**src/rtl/filter_pkg.sv**
```systemverilog
// Shared constants and types for the horizontal low-pass stage.
// Latency: n/a (package only).
// Backpressure: n/a (package only).
package filter_pkg;

    // Default output pixel width and the derived input / sum widths.
    localparam int PB    = 8;
    localparam int IN_W  = PB + 2;
    localparam int SUM_W = PB + 4;

    // Total 2-D kernel weight, coded: 3x3=9, 3x4=12, 4x4=16.
    typedef enum logic [1:0] {
        W9  = 2'd0,
        W12 = 2'd1,
        W16 = 2'd2
    } wcode_e;

    // Fixed-point reciprocals (scaled by 2^RSHIFT), exact for sums up to 4080.
    localparam int R9      = 7282;
    localparam int R12     = 5462;
    localparam int RSHIFT  = 16;
    localparam int RECIP_W = 13;

    // A column edge drops the horizontal weight to 3, a row edge the vertical one.
    function automatic wcode_e wcode_sel(input logic edge_col, input logic edge_row);
        if (edge_col && edge_row) begin
            return W9;
        end else if (edge_col || edge_row) begin
            return W12;
        end
        return W16;
    endfunction

endpackage

```
**src/rtl/xfilter_norm.sv**
```systemverilog
// Divides the 1-2-1 sum by the 2-D kernel weight (9, 12 or 16), flags ride along.
// Latency: 2 cycles (multiply stage, shift/select stage).
// Backpressure: none; outputs hold their last value while o_valid is low.
//
// Ports: i_vld/i_sum/i_wcode/i_col1/i_colN/i_rowM in, o_valid/o_pixel/o_col1/o_colN/o_rowM out.
module xfilter_norm
    import filter_pkg::*;
#(
    parameter int PB = 8
) (
    input  logic          clk,
    input  logic          rst,
    input  logic          i_vld,
    input  logic [PB+3:0] i_sum,
    input  logic [1:0]    i_wcode,
    input  logic          i_col1,
    input  logic          i_colN,
    input  logic          i_rowM,
    output logic          o_valid,
    output logic [PB-1:0] o_pixel,
    output logic          o_col1,
    output logic          o_colN,
    output logic          o_rowM
);

    localparam int PW = PB + 4 + RECIP_W;

    logic               s1_vld_q,   s1_vld_d;
    logic [PW-1:0]      s1_prod_q,  s1_prod_d;
    logic [PB+3:0]      s1_sum_q,   s1_sum_d;
    logic               s1_w16_q,   s1_w16_d;
    logic [2:0]         s1_flags_q, s1_flags_d;
    logic               out_vld_q,  out_vld_d;
    logic [PB-1:0]      out_pix_q,  out_pix_d;
    logic [2:0]         out_flags_q, out_flags_d;
    logic [RECIP_W-1:0] recip;

    always_comb begin
        recip       = (i_wcode == W9) ? RECIP_W'(R9) : RECIP_W'(R12);
        s1_vld_d    = i_vld;
        s1_prod_d   = PW'(i_sum) * PW'(recip);
        s1_sum_d    = i_sum;
        s1_w16_d    = (i_wcode == W16);
        s1_flags_d  = {i_col1, i_colN, i_rowM};

        out_vld_d   = s1_vld_q;
        out_pix_d   = out_pix_q;
        out_flags_d = out_flags_q;
        if (s1_vld_q) begin
            // Weight 16 is a plain shift; 9 and 12 take the reciprocal product.
            out_pix_d   = s1_w16_q ? PB'(s1_sum_q >> 4) : PB'(s1_prod_q >> RSHIFT);
            out_flags_d = s1_flags_q;
        end
    end

    always_ff @(posedge clk) begin
        if (rst) begin
            s1_vld_q    <= 1'b0;
            s1_prod_q   <= '0;
            s1_sum_q    <= '0;
            s1_w16_q    <= 1'b0;
            s1_flags_q  <= '0;
            out_vld_q   <= 1'b0;
            out_pix_q   <= '0;
            out_flags_q <= '0;
        end else begin
            s1_vld_q    <= s1_vld_d;
            s1_prod_q   <= s1_prod_d;
            s1_sum_q    <= s1_sum_d;
            s1_w16_q    <= s1_w16_d;
            s1_flags_q  <= s1_flags_d;
            out_vld_q   <= out_vld_d;
            out_pix_q   <= out_pix_d;
            out_flags_q <= out_flags_d;
        end
    end

    assign o_valid = out_vld_q;
    assign o_pixel = out_pix_q;
    assign o_col1  = out_flags_q[2];
    assign o_colN  = out_flags_q[1];
    assign o_rowM  = out_flags_q[0];

endmodule

```
**src/rtl/xfilter.sv**
```systemverilog
// Horizontal 1-2-1 filter on vertical column sums, normalised by the full 2-D weight.
// Latency: output 3 cycles after the emit event (4 cycles after colN for the last pixel).
// Backpressure: none; input gaps allowed anywhere, outputs hold while o_valid is low.
//
// Ports: clk/rst; i_valid_filt, i_filt_pixel (PB+2), i_col1/i_colN/i_rowM in;
//        o_valid, o_pixel (PB), o_col1/o_colN/o_rowM out.
module xfilter
    import filter_pkg::*;
#(
    parameter int PB = 8
) (
    input  logic          clk,
    input  logic          rst,
    input  logic          i_valid_filt,
    input  logic [PB+1:0] i_filt_pixel,
    input  logic          i_col1,
    input  logic          i_colN,
    input  logic          i_rowM,
    output logic          o_valid,
    output logic [PB-1:0] o_pixel,
    output logic          o_col1,
    output logic          o_colN,
    output logic          o_rowM
);

    localparam int IW = PB + 2;
    localparam int SW = PB + 4;

    // Window: prev/cur taps plus cur's position flags.
    logic [IW-1:0] prev_q,     prev_d;
    logic [IW-1:0] cur_q,      cur_d;
    logic          cur_col1_q, cur_col1_d;
    logic          cur_rowM_q, cur_rowM_d;
    logic          cur_top_q,  cur_top_d;
    logic          in_row_q,   in_row_d;
    logic          top_row_q,  top_row_d;
    logic          flush_q,    flush_d;

    // Sum stage feeding the divider.
    logic          s0_vld_q,   s0_vld_d;
    logic [SW-1:0] s0_sum_q,   s0_sum_d;
    wcode_e        s0_wcode_q, s0_wcode_d;
    logic          s0_col1_q,  s0_col1_d;
    logic          s0_colN_q,  s0_colN_d;
    logic          s0_rowM_q,  s0_rowM_d;

    logic          accept, acc_col1, acc_mid, emit;
    logic [IW-1:0] tap_l, tap_r;
    logic [SW-1:0] sum_w;

    always_comb begin
        prev_d     = prev_q;
        cur_d      = cur_q;
        cur_col1_d = cur_col1_q;
        cur_rowM_d = cur_rowM_q;
        cur_top_d  = cur_top_q;
        in_row_d   = in_row_q;
        top_row_d  = top_row_q;
        flush_d    = 1'b0;

        // Single-column rows (col1 and colN together) are not supported: ignore them.
        accept   = i_valid_filt && !(i_col1 && i_colN);
        acc_col1 = accept && i_col1;
        acc_mid  = accept && !i_col1 && in_row_q;

        // A flush only follows colN, after in_row has cleared, so it never
        // coincides with acc_mid; the right tap is absent only on flush.
        emit  = acc_mid || flush_q;
        tap_l = cur_col1_q ? '0 : prev_q;
        tap_r = flush_q ? '0 : i_filt_pixel;
        sum_w = SW'(tap_l) + (SW'(cur_q) << 1) + SW'(tap_r);

        s0_vld_d   = emit;
        s0_sum_d   = s0_sum_q;
        s0_wcode_d = s0_wcode_q;
        s0_col1_d  = s0_col1_q;
        s0_colN_d  = s0_colN_q;
        s0_rowM_d  = s0_rowM_q;
        if (emit) begin
            s0_sum_d   = sum_w;
            s0_wcode_d = wcode_sel(cur_col1_q || flush_q, cur_top_q || cur_rowM_q);
            s0_col1_d  = cur_col1_q;
            s0_colN_d  = flush_q;
            s0_rowM_d  = cur_rowM_q;
        end

        if (acc_col1) begin
            // Also restarts a row in progress; the pending cur is dropped.
            cur_d      = i_filt_pixel;
            cur_col1_d = 1'b1;
            cur_rowM_d = i_rowM;
            cur_top_d  = top_row_q;
            in_row_d   = 1'b1;
        end else if (acc_mid) begin
            prev_d     = cur_q;
            cur_d      = i_filt_pixel;
            cur_col1_d = 1'b0;
            cur_rowM_d = i_rowM;
            if (i_colN) begin
                in_row_d  = 1'b0;
                flush_d   = 1'b1;
                // The row after the frame's last row starts a new frame.
                top_row_d = i_rowM;
            end
        end
    end

    always_ff @(posedge clk) begin
        if (rst) begin
            prev_q     <= '0;
            cur_q      <= '0;
            cur_col1_q <= 1'b0;
            cur_rowM_q <= 1'b0;
            cur_top_q  <= 1'b0;
            in_row_q   <= 1'b0;
            top_row_q  <= 1'b1;
            flush_q    <= 1'b0;
            s0_vld_q   <= 1'b0;
            s0_sum_q   <= '0;
            s0_wcode_q <= W16;
            s0_col1_q  <= 1'b0;
            s0_colN_q  <= 1'b0;
            s0_rowM_q  <= 1'b0;
        end else begin
            prev_q     <= prev_d;
            cur_q      <= cur_d;
            cur_col1_q <= cur_col1_d;
            cur_rowM_q <= cur_rowM_d;
            cur_top_q  <= cur_top_d;
            in_row_q   <= in_row_d;
            top_row_q  <= top_row_d;
            flush_q    <= flush_d;
            s0_vld_q   <= s0_vld_d;
            s0_sum_q   <= s0_sum_d;
            s0_wcode_q <= s0_wcode_d;
            s0_col1_q  <= s0_col1_d;
            s0_colN_q  <= s0_colN_d;
            s0_rowM_q  <= s0_rowM_d;
        end
    end

    xfilter_norm #(.PB(PB)) u_norm (
        .clk     (clk),
        .rst     (rst),
        .i_vld   (s0_vld_q),
        .i_sum   (s0_sum_q),
        .i_wcode (s0_wcode_q),
        .i_col1  (s0_col1_q),
        .i_colN  (s0_colN_q),
        .i_rowM  (s0_rowM_q),
        .o_valid (o_valid),
        .o_pixel (o_pixel),
        .o_col1  (o_col1),
        .o_colN  (o_colN),
        .o_rowM  (o_rowM)
    );

endmodule

```
**config.mk**
```make
export PLATFORM = sky130hd
export DESIGN_NAME = xfilter
export DESIGN_NICKNAME = d
export VERILOG_FILES = /design/src/rtl/filter_pkg.sv /design/src/rtl/xfilter_norm.sv /design/src/rtl/xfilter.sv
export SDC_FILE = /design/constraint.sdc
export NUM_CORES = 1
export LEC_CHECK = 0
export ABC_AREA = 1
export BUFFER_PORTS_ARGS = -buffer_cell sky130_fd_sc_hd__buf_2
export CORE_ASPECT_RATIO = 1.25
export CORE_MARGIN = 2
export CORE_UTILIZATION = 45
export CTS_CLUSTER_DIAMETER = 80
export DETAILED_ROUTE_END_ITERATION = 7
export PLACE_DENSITY = 0.62
export SLEW_MARGIN = 10
export SYNTH_ARGS = -nofsm -noshare
export SYNTH_HDL_FRONTEND = slang
export SYNTH_SLANG_ARGS = --single-unit
export TNS_END_PERCENT = 5
```
**constraint.sdc**
```tcl
create_clock -name clk -period 5 [get_ports clk]
set_clock_uncertainty 0.2 [all_clocks]
set_input_delay 0.25 -clock clk [delete_from_list [all_inputs] [get_ports clk]]
set_output_delay 0.25 -clock clk [all_outputs]
set_load 0.01 [all_outputs]
```
==> summary.md <==
| Metric | Value |
|---|---|
| MaxCap Viol Count | 0 |
| P&R area growth vs syn | 11.9% |
| Min-Delay Path Depth | 5 |
| Number of nets in the layout | 1027 |
| Depth of the most critical reg-to-reg path | 18 |
| ANT cells | 0 |
| Routed via count | 5205 |
| Critical Path Sink Type | register |
| H-tree levels | 3 |
| WL final | about 15000 um |
| Largest net degree at the start of global routing | 47 |
| Slowest cell on the critical path | fa_2 |
| Avg Cell Area, Syn | 8.04 um^2 |
| Final Hold Fails | 0 |
| Clock power frac | 39.7% |
| Average wire per standard cell | 14.8 um |
| Die Height | 140 um |
| Post-synth ARST share | 0% |
| Cell internal pwr | 1.10 mW |
| CTS tree | done |
| Post-route DRC | 0 |
| Die W | 112 um |
| Synth Register Bits | 77 |
| Register share of total power | about two fifths |
| Setup Total Neg Slack | 0 ns |
| DRT antenna net count | 0 |
| Met1 usage | 24.4% |
| First-pass GRT wire length | 25600 um |
| DIE AREA | 0.0157 mm^2 |
| Final Util | 51.4% |
| Sequential area share after synthesis | 23.3% |
| Worst skew pair latency | 0.35 ns |
| Core Area | ~0.014 mm^2 |
| Global routing usage on met3 | 3.75% |
| Comb power frac | between 10% and 20% |
| GRT Max-Usage Layer | met2 |
| Pwr Density | 217 mW/mm^2 |
| Slew margin rel. | 59.5% |
| Switch share | 31.3% |
| Required time of the critical path | 5.09 ns |
| Post-DP HPWL | 12800 um |
| Dominant delay contributor by cell family on the critical path | adder cells |
| Gr usage total | roughly 21% |
| Leak pwr | 3.92 nW |
| Cell Rows | 49 |
| Pre-antenna DRT Iters | 4 |
| Initial Utilization | a little under half |
| Iteration-0 DRC Markers | between 150 and 200 |
| Vias in the first global route | 5321 |
| Post-synth top flop | dfxtp_1 |
| Post-Syn Instances | 823 |
| Setup Fix Bufs, Post-CTS | 0 |
| M2 GR Usage | 37.1% |
| Fmax | 0.207 GHz |
| CP Max Fanout | 4 |
| Top post-synthesis cells by area | dfxtp_1, fa_1, ha_1 |
| Share of cells above drive strength 1 | 10.4% |
| Worst Path Arrival | between 4 and 5 ns |
| Pins Over Slew Limit | 0 |
| Setup crit start kind | register |
| Synth Cell Area | 0.00662 mm^2 |
| Max stage delay on crit path | just under 0.6 ns |
| Post-synth cell types | between 40 and 50 |
| Status | finished, final reports clean |
| Worst hold path type | in -> reg |
| Psw | 0.503 mW |
| Clk sinks | 77 |
| EDFF count, synth | 0 |
| Cells along the critical path | inv_1 > nor2_2 > fa_1 > fa_2 > fa_1 > fa_1 > inv_1 > fa_1 > inv_1 > ha_1 > nand2_1 > nor2_1 > inv_1 > nor3_2 > nand3_1 > nand3_1 > nand2_1 > nor2_1 |
| Io pins | 28 |
| Final Cycle Share | a little over nine tenths |
| CTS Buf Count | 9 |
| Setup CP Type | reg -> reg |
| Hold slack | 0.0523 ns |
| Mapped Nets | between 900 and 1000 |
| Antenna violations before repair | 0 |
| Syn. warnings | 0 |
| Clock-pin slew on the worst setup and hold paths | around 0.070 ns |
| Instance count on the critical path | 18 |
| IO Port Bufs | 27 |
| GP Congestion | 0.912 |
| CP bufs+invs | 4 |
| Unrepaired setup endpoints after global routing | true |
| Worst-margin pin slew | 0.607 ns |
| VDD IR max | ~0.21 mV |
| Clock Path Buffers | 2 |
| CTS Root Cell | clkbuf_16 |
| Area leader, netlist | dfxtp_1 |
| Grt total ovfl | 0 |
| Vias/cell | around 5.0 |
| Post-layout min period | 4.83 ns |
| Top-area cell type share of the netlist area | 23.3% |
| Final Setup Violations | 0 |
==> cell type report <==
class                   instances  area [um^2]
fillers                      1400         7000
multi-input cells             546         4390
flip-flops and latches         77         1540
inverters                     180          676
repair buffers                 43          283
clock buffers                   9          225
well taps                     178          223
clock inverters                 7         67.6
==> Yosys cell counts, types with 2 or more instances <==
cell type	instances
buf_2	3
fa_1	67
nand3_2	2
xor2_1	7
nor2_1	104
nor3_1	7
xnor2_1	3
nand2_1	76
nor3_2	2
nand3_1	20
dfxtp_1	77
a31oi_1	4
a21oi_1	75
nor2_2	2
o21ai_0	55
ha_1	87
clkbuf_1	13
o21ai_2	2
o22ai_1	2
inv_2	2
o21bai_1	3
inv_1	177
nand2_2	10
nand4_1	5
a21o_1	2
==> timing repair <==
item / CTS / global route
hold endpoints to repair: 12 / 0
setup endpoints to repair: 0 / 8
hold buffers: 11 / 0
gates resized for setup: 0 / 20
==> power groups by stage <==
stage                     Combinational [mW]  Sequential (mW)  Clock (mW)
after floorplan                        0.227            0.659           0
after global placement                 0.294            0.666           0
after detailed placement               0.297            0.666           0
after CTS                              0.307            0.652       0.652
after global routing                   0.365            0.655       0.679
final                                  0.315            0.653       0.638
==> stage by stage <==
stage          instance area [um^2]  cells  worst slack [ns]  power, mW
2_1_floorplan                  6620    823            0.0722      0.886
3_3_place_gp                   6920   1013             0.116      0.960
3_5_place_dp                   6920   1013            0.0619      0.963
4_1_cts                        7320   1040            0.0502       1.61
5_1_grt                        7400   1040           -0.0168       1.70
6_report                       7400   1040             0.172       1.61
==> registers in the layout (all words and copies together) (netlist names), 2 cells and up <==
register,count
cur_q,10
prev_q,10
s0_sum_q,12
s0_wcode_q,2
u_norm.o_pixel,8
u_norm.out_flags_q,3
u_norm.s1_flags_q,3
u_norm.s1_prod_q,8
u_norm.s1_sum_q,8
==> path summary, 6_finish.rpt <==
path / slack [ns] / to / startpoint
worst max-delay path: 0.17 / u_norm.s1_prod_q[21]$_SDFF_PP0_ / s0_sum_q[4]$_SDFFE_PP0P_
worst min-delay path: 0.05 / flush_q$_SDFF_PP0_ / i_colN
worst max register to register: 0.17 / u_norm.s1_prod_q[21]$_SDFF_PP0_ / s0_sum_q[4]$_SDFFE_PP0P_
worst min register to register: 0.21 / u_norm.out_vld_d$_SDFF_PP0_ / s0_vld_q$_SDFF_PP0_
==> routing by layer <==
layer	part of all wire [%]	up-vias
li1	-	2649
met1	43	2445
met2	51	81
met3	2.3	30
met4	3.7	0
met5	0	-
==> logic make-up after synthesis <==
| group | count (synthesis) | synth area share (%) |
|---|---|---|
| simple gates | 233 | 15.1 |
| buf+inv | 200 | 11.6 |
| fa+ha+maj | 154 | 36.7 |
| compound gates | 149 | 11.9 |
| flops | 77 | 23.3 |
| xor+xnor | 10 | 1.32 |
==> tightest hold or removal path: cells and delay by family <==
family                 cells  cell delay (ns)
and+or+nand+nor            2             0.10
buffers and inverters      3             0.21
==> cell usage in the layout, fill, tap and decap left out, types with 2 or more instances in the layout <==
cell and n:
inv_1 176, nor2_1 99, ha_1 84, nand2_1 76, dfxtp_1 75, a21oi_1 72, fa_1 66, o21ai_0 53
buf_2 27, nand3_1 20, dlygate4sd3_1 11, nand2_2 10, clkbuf_16 9, nor2_2 7, xor2_1 7, nor3_1 5
nand4_1 5, buf_4 5, nor3_2 4, inv_2 3, o21ai_1 3, a31oi_1 3, xnor2_1 3, o21bai_1 3
a21oi_2 3, ha_4 3, inv_6 3, o21ai_2 2, a21o_1 2, o22ai_1 2, nand3_2 2, clkinv_4 2
dfxtp_2 2
Power figures use the tool's default switching activity.
